### src/rtl/cpu_types_pkg.sv
// Shared CPU types: machine word, BTB entry layout, counter encodings
// and the fetch-PC source select used by pc_btb.
package cpu_types_pkg;

   typedef logic [31:0] word_t;

   // tag holds PC >> (IDX_W+2), so its upper bits stay zero for large tables
   typedef struct packed {
      logic       valid;
      word_t      tag;
      word_t      target;
      logic [1:0] ctr;
   } btb_entry_t;

   localparam logic [1:0] CTR_WEAK_T  = 2'b10;
   localparam logic [1:0] CTR_WEAK_NT = 2'b01;

   typedef enum logic [1:0] {
      NPC_HOLD,
      NPC_REDIRECT,
      NPC_PREDICT
   } npc_sel_t;

   // Fetch addresses are word aligned; the low two bits are dropped on load.
   function automatic word_t word_align(input word_t a);
      return {a[31:2], 2'b00};
   endfunction

endpackage

### src/rtl/pc_btb_if.sv
// Fetch-unit bus: pipeline control, EX redirect/training inputs and the
// fetch address / prediction outputs. master = pc_btb, slave = pipeline.
interface pc_btb_if;
   import cpu_types_pkg::*;

   logic  pc_en;
   logic  ihit;
   logic  bubble;
   logic  redirect;
   word_t redirect_pc;
   logic  upd_en;
   word_t upd_pc;
   word_t upd_target;
   logic  upd_taken;
   word_t imemaddr;
   word_t pc_plus_4;
   logic  pred_taken;
   word_t pred_target;

   modport master (
      input  pc_en, ihit, bubble, redirect, redirect_pc,
      input  upd_en, upd_pc, upd_target, upd_taken,
      output imemaddr, pc_plus_4, pred_taken, pred_target
   );

   modport slave (
      output pc_en, ihit, bubble, redirect, redirect_pc,
      output upd_en, upd_pc, upd_target, upd_taken,
      input  imemaddr, pc_plus_4, pred_taken, pred_target
   );

endinterface

### src/rtl/pc_btb_btb_table.sv
// Direct-mapped branch target buffer: entry storage, combinational read
// port on the fetch PC, and EX-driven counter update / allocation.
module btb_table
   import cpu_types_pkg::*;
#(
   parameter int unsigned BTB_ENTRIES = 16,
   parameter int unsigned IDX_W       = $clog2(BTB_ENTRIES)
) (
   input  logic  CLK,
   input  logic  nRST,
   input  word_t rd_pc,
   output logic  rd_hit,
   output logic  rd_ctr_msb,
   output word_t rd_target,
   input  logic  upd_en,
   input  word_t upd_pc,
   input  word_t upd_target,
   input  logic  upd_taken
);

   localparam int unsigned TAG_LSB = IDX_W + 2;

   btb_entry_t       mem [BTB_ENTRIES];
   logic [IDX_W-1:0] rd_idx;
   logic [IDX_W-1:0] upd_idx;
   word_t            rd_tag;
   word_t            upd_tag;
   btb_entry_t       rd_ent;
   btb_entry_t       upd_ent;
   btb_entry_t       wr_ent;
   logic             upd_hit;
   logic             wr_en;

   // Zero-latency lookup; sees the array contents before any same-cycle write
   always_comb begin
      rd_idx     = IDX_W'(rd_pc >> 2);
      rd_tag     = rd_pc >> TAG_LSB;
      rd_ent     = mem[rd_idx];
      rd_hit     = rd_ent.valid && (rd_ent.tag == rd_tag);
      rd_ctr_msb = rd_ent.ctr[1];
      rd_target  = rd_ent.target;
   end

   // Train on a tag hit, allocate on a taken miss, ignore a not-taken miss
   always_comb begin
      upd_idx = IDX_W'(upd_pc >> 2);
      upd_tag = upd_pc >> TAG_LSB;
      upd_ent = mem[upd_idx];
      upd_hit = upd_ent.valid && (upd_ent.tag == upd_tag);
      wr_en   = 1'b0;
      wr_ent  = upd_ent;
      if (upd_en) begin
         if (upd_hit) begin
            wr_en = 1'b1;
            if (upd_taken) begin
               if (upd_ent.ctr != 2'b11) wr_ent.ctr = upd_ent.ctr + 2'd1;
               wr_ent.target = word_align(upd_target);
            end else begin
               if (upd_ent.ctr != 2'b00) wr_ent.ctr = upd_ent.ctr - 2'd1;
            end
         end else if (upd_taken) begin
            wr_en         = 1'b1;
            wr_ent.valid  = 1'b1;
            wr_ent.tag    = upd_tag;
            wr_ent.target = word_align(upd_target);
            wr_ent.ctr    = CTR_WEAK_T;
         end
      end
   end

   // Entry storage; reset invalidates all entries and sets weakly not-taken
   always_ff @(posedge CLK or negedge nRST) begin
      if (!nRST) begin
         for (int unsigned i = 0; i < BTB_ENTRIES; i++) begin
            mem[i] <= '{valid: 1'b0, tag: '0, target: '0, ctr: CTR_WEAK_NT};
         end
      end else if (wr_en) begin
         mem[upd_idx] <= wr_ent;
      end
   end

endmodule

### src/rtl/pc_btb.sv
// Fetch PC unit with BTB next-PC prediction and EX redirect.
// Optional statistics counters are built when PC_BTB_STATS_EN is defined.
module pc_btb
   import cpu_types_pkg::*;
#(
   parameter word_t       PC_RESET    = 32'h00000000,
   parameter int unsigned BTB_ENTRIES = 16,
   parameter int unsigned IDX_W       = $clog2(BTB_ENTRIES)
) (
   input  logic      CLK,
   input  logic      nRST,
   pc_btb_if.master  bus
`ifdef PC_BTB_STATS_EN
   ,
   output word_t     stat_lookups,
   output word_t     stat_hits,
   output word_t     stat_redirects
`endif
);

   word_t    pc;
   word_t    pc_next;
   npc_sel_t sel;
   logic     hit;
   logic     ctr_msb;
   word_t    btb_target;

   btb_table #(
      .BTB_ENTRIES (BTB_ENTRIES),
      .IDX_W       (IDX_W)
   ) u_table (
      .CLK        (CLK),
      .nRST       (nRST),
      .rd_pc      (pc),
      .rd_hit     (hit),
      .rd_ctr_msb (ctr_msb),
      .rd_target  (btb_target),
      .upd_en     (bus.upd_en),
      .upd_pc     (bus.upd_pc),
      .upd_target (bus.upd_target),
      .upd_taken  (bus.upd_taken)
   );

   // Fetch address and prediction outputs, all combinational on the PC
   always_comb begin
      bus.imemaddr    = pc;
      bus.pc_plus_4   = pc + 32'd4;
      bus.pred_taken  = hit && ctr_msb;
      bus.pred_target = bus.pred_taken ? btb_target : bus.pc_plus_4;
   end

   // Next-PC priority: enable, then redirect, then stall/miss, then predict
   always_comb begin
      sel = NPC_HOLD;
      if (bus.pc_en) begin
         if (bus.redirect)                sel = NPC_REDIRECT;
         else if (!bus.bubble && bus.ihit) sel = NPC_PREDICT;
      end
      case (sel)
         NPC_REDIRECT: pc_next = word_align(bus.redirect_pc);
         NPC_PREDICT:  pc_next = word_align(bus.pred_target);
         default:      pc_next = pc;
      endcase
   end

   // PC register
   always_ff @(posedge CLK or negedge nRST) begin
      if (!nRST) pc <= word_align(PC_RESET);
      else       pc <= pc_next;
   end

`ifdef PC_BTB_STATS_EN
   // Lookup/hit counts on advancing cycles, redirect count on accepted redirects
   always_ff @(posedge CLK or negedge nRST) begin
      if (!nRST) begin
         stat_lookups   <= '0;
         stat_hits      <= '0;
         stat_redirects <= '0;
      end else begin
         if (sel == NPC_PREDICT) begin
            stat_lookups <= stat_lookups + 32'd1;
            if (hit) stat_hits <= stat_hits + 32'd1;
         end
         if (sel == NPC_REDIRECT) stat_redirects <= stat_redirects + 32'd1;
      end
   end
`endif

endmodule

### src/flat_wrapper.sv
// flat-port wrapper written by rule: the top's interface ports become plain ports
module pc_btb_flat import cpu_types_pkg::*;
#(
   parameter word_t       PC_RESET    = 32'h00000000,
   parameter int unsigned BTB_ENTRIES = 16,
   parameter int unsigned IDX_W       = $clog2(BTB_ENTRIES)
)
  (CLK, nRST, bus_pc_en, bus_ihit, bus_bubble, bus_redirect, bus_redirect_pc, bus_upd_en, bus_upd_pc, bus_upd_target, bus_upd_taken, bus_imemaddr, bus_pc_plus_4, bus_pred_taken, bus_pred_target);
  pc_btb_if bus_i ();
  input  logic CLK;
  input  logic nRST;
  input wire logic [$bits(bus_i.pc_en)-1:0] bus_pc_en;
  input wire logic [$bits(bus_i.ihit)-1:0] bus_ihit;
  input wire logic [$bits(bus_i.bubble)-1:0] bus_bubble;
  input wire logic [$bits(bus_i.redirect)-1:0] bus_redirect;
  input wire logic [$bits(bus_i.redirect_pc)-1:0] bus_redirect_pc;
  input wire logic [$bits(bus_i.upd_en)-1:0] bus_upd_en;
  input wire logic [$bits(bus_i.upd_pc)-1:0] bus_upd_pc;
  input wire logic [$bits(bus_i.upd_target)-1:0] bus_upd_target;
  input wire logic [$bits(bus_i.upd_taken)-1:0] bus_upd_taken;
  output wire logic [$bits(bus_i.imemaddr)-1:0] bus_imemaddr;
  output wire logic [$bits(bus_i.pc_plus_4)-1:0] bus_pc_plus_4;
  output wire logic [$bits(bus_i.pred_taken)-1:0] bus_pred_taken;
  output wire logic [$bits(bus_i.pred_target)-1:0] bus_pred_target;
  assign bus_i.pc_en = bus_pc_en;
  assign bus_i.ihit = bus_ihit;
  assign bus_i.bubble = bus_bubble;
  assign bus_i.redirect = bus_redirect;
  assign bus_i.redirect_pc = bus_redirect_pc;
  assign bus_i.upd_en = bus_upd_en;
  assign bus_i.upd_pc = bus_upd_pc;
  assign bus_i.upd_target = bus_upd_target;
  assign bus_i.upd_taken = bus_upd_taken;
  assign bus_imemaddr = bus_i.imemaddr;
  assign bus_pc_plus_4 = bus_i.pc_plus_4;
  assign bus_pred_taken = bus_i.pred_taken;
  assign bus_pred_target = bus_i.pred_target;
  pc_btb #(.PC_RESET(PC_RESET), .BTB_ENTRIES(BTB_ENTRIES), .IDX_W(IDX_W)) u_core (.CLK(CLK), .nRST(nRST), .bus(bus_i));
endmodule
### config.mk
export PLATFORM = sky130hd
export DESIGN_NAME = pc_btb_flat
export DESIGN_NICKNAME = d
export VERILOG_FILES = /design/src/rtl/cpu_types_pkg.sv /design/src/rtl/pc_btb_if.sv /design/src/rtl/pc_btb_btb_table.sv /design/src/rtl/pc_btb.sv /design/src/flat_wrapper.sv
export SDC_FILE = /design/constraint.sdc
export NUM_CORES = 2
export LEC_CHECK = 0
export BUFFER_PORTS_ARGS = -buffer_cell sky130_fd_sc_hd__buf_4
export CORE_ASPECT_RATIO = 0.5
export CORE_MARGIN = 2
export CORE_UTILIZATION = 40
export CTS_BUF_LIST = sky130_fd_sc_hd__clkbuf_2
export DETAILED_ROUTE_END_ITERATION = 12
export REMOVE_ABC_BUFFERS = 1
export SLEW_MARGIN = 0
export SYNTH_ARGS = -nofsm -noshare
export SYNTH_HDL_FRONTEND = slang
export SYNTH_SLANG_ARGS = --single-unit
### constraint.sdc
create_clock -name CLK -period 3.9 [get_ports CLK]
set_input_delay 0 -clock CLK [delete_from_list [all_inputs] [get_ports CLK]]
set_output_delay 0 -clock CLK [all_outputs]
set_load 0.1 [all_outputs]
==> run_results.csv <==
group,metric,value,unit
status,status,"finished, violations left",
status,violations,"hold timing, setup timing",
layout,final_nets,4928,
pwr,p_clk_share,23.9,%
die,ios,201,
timing,worst_slew_pin_slew,1.212,ns
hold_path,hold_depth,10,
layout,multi_input_area,0.03196,mm²
place,io_buffers,190,
logic_synthesis,synth_area_leaders,"dfrtp_1 (45%), mux4_2 (20%), mux2_2 (14%)",
setup_path,crit_type,"flop to output pin",
logic_synthesis,synth_seq_cells,1102,
setup_path,cp.buffers_inverters,6,
die,core-area,0.1514,mm²
layout,seqCellArea,0.02761,mm²
die,row_count,101,
drt,viasPerCell,6.006,
setup_path,cp_max_fo,8,
die,die_y,279.8,µm
logic_synthesis,yosys_warnings,0,
layout,drive_gt1_share,55.16,%
pwr,power,33.22,mW
layout,layout_common_cells,"dfrtp_1 (1080), mux2_2 (731), mux4_2 (528), clkbuf_2 (405), buf_4 (368)",
drt,wl_per_cell,29.31,µm
grt,grt.total_usage,26.25,%
grt,grt_pass1_vias,44190,
pwr,vdd_drop_max,0.3122,mV
pwr,p_sw_share,36.46,%
pwr,power_frac_seq,42.5,%
timing,drv_slew,0,
timing,finalClockSkew,0.1851,ns
drt,drc_errors,0,
timing,hold_ws,-0.01008,ns
grt,antenna_found_initial,7,
die,start_util,40.19,%
pwr,leakage,34.19,nW
layout,area_growth,23.17,%
drt,dr.pass1.iters,6,
setup_path,r2r_cells,14,
setup_path,worstPathCellList,"buf_12 -> buf_16 -> buf_8 -> mux4_2 -> mux4_2 -> xnor2_2 -> nand2_1 -> nand4b_1 -> nor4_4 -> buf_12 -> clkbuf_16 -> nand3_2 -> nand2_2 -> buf_12",
setup_path,cpLargestDelayFamily,"multiplexers",
setup_path,slowest_delay,0.59,ns
timing,fin_setup_tns,-59.95,ns
logic_synthesis,syn_avg_cell_area,15.18,µm²
setup_path,end_kind,"output pin",
timing,setup_viol,61,
logic_synthesis,synth_xor_area_share,1.051,%
timing,hold_viol,1,
logic_synthesis,seq_area_frac_synth,45.36,%
pwr,powerDensity,443.2,mW/mm²
place,dpl.cell_count,6210,
logic_synthesis,synth_area,0.06084,mm²
setup_path,r2r_slack,-0.02,ns
drt,drt_iter0_drc,3768,
logic_synthesis,synth_top_family_by_area,"multiplexers",
place,place_ws,-0.4043,ns
cts,cts_max_level,5,
pwr,p_int,21.10,mW
grt,grt_max_degree,107,
drt,routed_wl,205500,µm
setup_path,worstPathRequired,3.90,ns
die,die_area,0.1554,mm²
drt,antenna_left,0,
cts,max-clock-path-buffers,4,
timing,rsz0062_at_grt,"true",
logic_synthesis,synthCells,4009,
cts,root_buffer,"clkbuf_2",
timing,relSlewSlack,19.22,%
grt,grt_overflow,0,
place,place_hpwl,129900,µm
logic_synthesis,synthAdderAreaFrac,0.05758,%
logic_synthesis,yosys.area_share.simple,5.106,%
run,max_cap_violations,0,
cts,clkLatencyLatePin,1.77,ns
place,gp_congestion,0.9135,
setup_path,crit_path_top_delay_cell,"mux4_2",
logic_synthesis,ys_types,83,
die,die_w,555.6,µm
hold_path,hold_start,"bus_upd_pc[25]",
timing,fmax,181.0,MHz
drt,num_vias,42110,
timing,fin_crit,5.525,ns
logic_synthesis,synth-compound-area-share,2.515,%
logic_synthesis,synth_edf_count,0,
layout,fin_cells,7011,
setup_path,rr_endpoint,"u_core.bus.imemaddr[4]",
logic_synthesis,muxShareOfSynthArea,41.61,%
layout,fill_cells,12680,
grt,grt_pass1_wl,300700,µm
logic_synthesis,synth.top_cell.area_share,44.67,%
layout,final_common_cell,"dfrtp_1",
hold_path,min_to,"u_core.u_table.mem[738]",
hold_path,hold_path_class,"input port to flop",
setup_path,critical_path_arrival,5.52,ns
setup_path,setup.worst_path.start_class,"flop",
setup_path,cpMostUsedCell,"buf_12",
timing,fin_crit_sh,141.7,%
timing,layout_setup_ws,-1.625,ns
logic_synthesis,synthFlopType,"dfrtp_1",
logic_synthesis,synth_area_leader_cell,"dfrtp_1",
cts,cts_buffers,291,
cts,cts.sinks,1102,
pwr,p_comb_share,33.6,%
setup_path,regToRegStartpoint,"u_core.bus.imemaddr[2]",
cts,tritoncts,"built",
cts,cts.reportedPaths.clkPinSlew,0.11,ns
logic_synthesis,async_flop_share,100.0,%
pwr,p_sw,12.11,mW
==> state kept, by name, summed over array words and instances (netlist names) <==
register,cells
u_core.bus.imemaddr,30
u_core.u_table.mem,1072
==> synth_stat cells, types with 20 or more instances <==
cell,instances
buf_2,102
buf_6,39
nor2_1,55
mux2_4,191
o21ai_0,25
buf_1,61
a31oi_1,37
nand2_1,105
xor2_1,28
dfrtp_1,1086
nor2b_1,102
nand3_1,68
mux2i_1,112
nand4_1,22
buf_4,74
mux4_2,528
mux2_1,91
nor3_1,38
xnor2_1,45
o31ai_1,21
inv_1,29
nand2b_1,28
clkbuf_1,80
mux2_2,747
or2_2,20
==> worst max-delay path by stage <==
stage / slack, ns / from / cells past startpoint / to
after global placement: -0.44 / u_core.bus.imemaddr[2] / 12 / bus_pred_target[26]
after detailed placement: -0.40 / u_core.bus.imemaddr[2] / 12 / bus_pred_target[26]
after global routing: -1.73 / u_core.bus.imemaddr[2] / 14 / bus_pred_target[27]
after floorplan: -13.40 / u_core.bus.imemaddr[2] / 9 / bus_pred_target[5]
final: -1.62 / u_core.bus.imemaddr[2] / 14 / bus_pred_target[27]
after CTS: -1.74 / u_core.bus.imemaddr[2] / 13 / bus_pred_target[0]
==> per-stage QoR <==
| step | utilization (%) | instance area (µm²) | hold slack (ns) |
|---|---|---|---|
| floorplan | - | 58360 | -0.2956 |
| global placement | 44.20 | 66920 | 0.1336 |
| detailed placement | 44.20 | 66920 | 0.1403 |
| CTS | 48.91 | 74050 | 0.002493 |
| global route | 49.49 | 74920 | 0.01315 |
| finish | 49.50 | 74940 | -0.01008 |
==> per-layer routing <==
| layer | GRT usage, % | vias up | routed length [µm] |
|---|---|---|---|
| met4 | 12.32 | 0 | 9422 |
| met1 | 35.10 | 22510 | 85120 |
| met2 | 41.11 | 1942 | 95710 |
| met3 | 5.467 | 539 | 15230 |
| li1 | - | 17120 | - |
| met5 | 0 | - | 0 |
==> timing repair <==
item / 4_1_cts / 5_1_grt
buffers inserted: 23 / 9
setup endpoints to repair: 92 / 1146
pin swaps: 17 / 24
resized for setup: 332 / 153
hold endpoints to repair: 2204 / 11
hold buffers: 287 / 1
gates cloned: 8 / 4
==> final cells by class <==
type	instances	area share [%]
Multi-Input combinational cell	2498	42.64
Sequential cell	1102	36.85
Timing Repair Buffer	896	13.83
Tap cell	2008	3.353
Clock buffer	405	2.705
Clock inverter	59	0.4091
Inverter	33	0.1803
Antenna cell	10	0.03339
==> kinds of logic after synthesis <==
| kind of cell | count (synthesis) |
|---|---|
| AO/OA/AOI/OAI | 212 |
| XOR/XNOR | 73 |
| adder cells (fa/ha/maj) | 3 |
| buffers and inverters | 413 |
| flip-flops | 1102 |
| multiplexers | 1669 |
| other | 1 |
| AND/OR/NAND/NOR | 536 |
==> power by group through the flow <==
stage,combinational (mW),sequential (mW),clock [mW]
6_report,11.2,14.1,7.94
4_1_cts,10.8,14.0,8.14
2_1_floorplan,6.11,14.5,0
3_5_place_dp,9.63,14.3,0
3_3_place_gp,9.51,14.2,0
5_1_grt,11.6,14.3,8.78
==> worst min-delay path: cells and delay by family <==
kind	cells	cell delay (ns)
muxes	1	0.15
AOI/OAI and AO/OA	1	0.08
xor gates and xnor gates	1	0.15
and+or+nand+nor	3	0.30
buffers and inverters	4	0.98
Note: power is estimated with default switching activity, not from simulation.
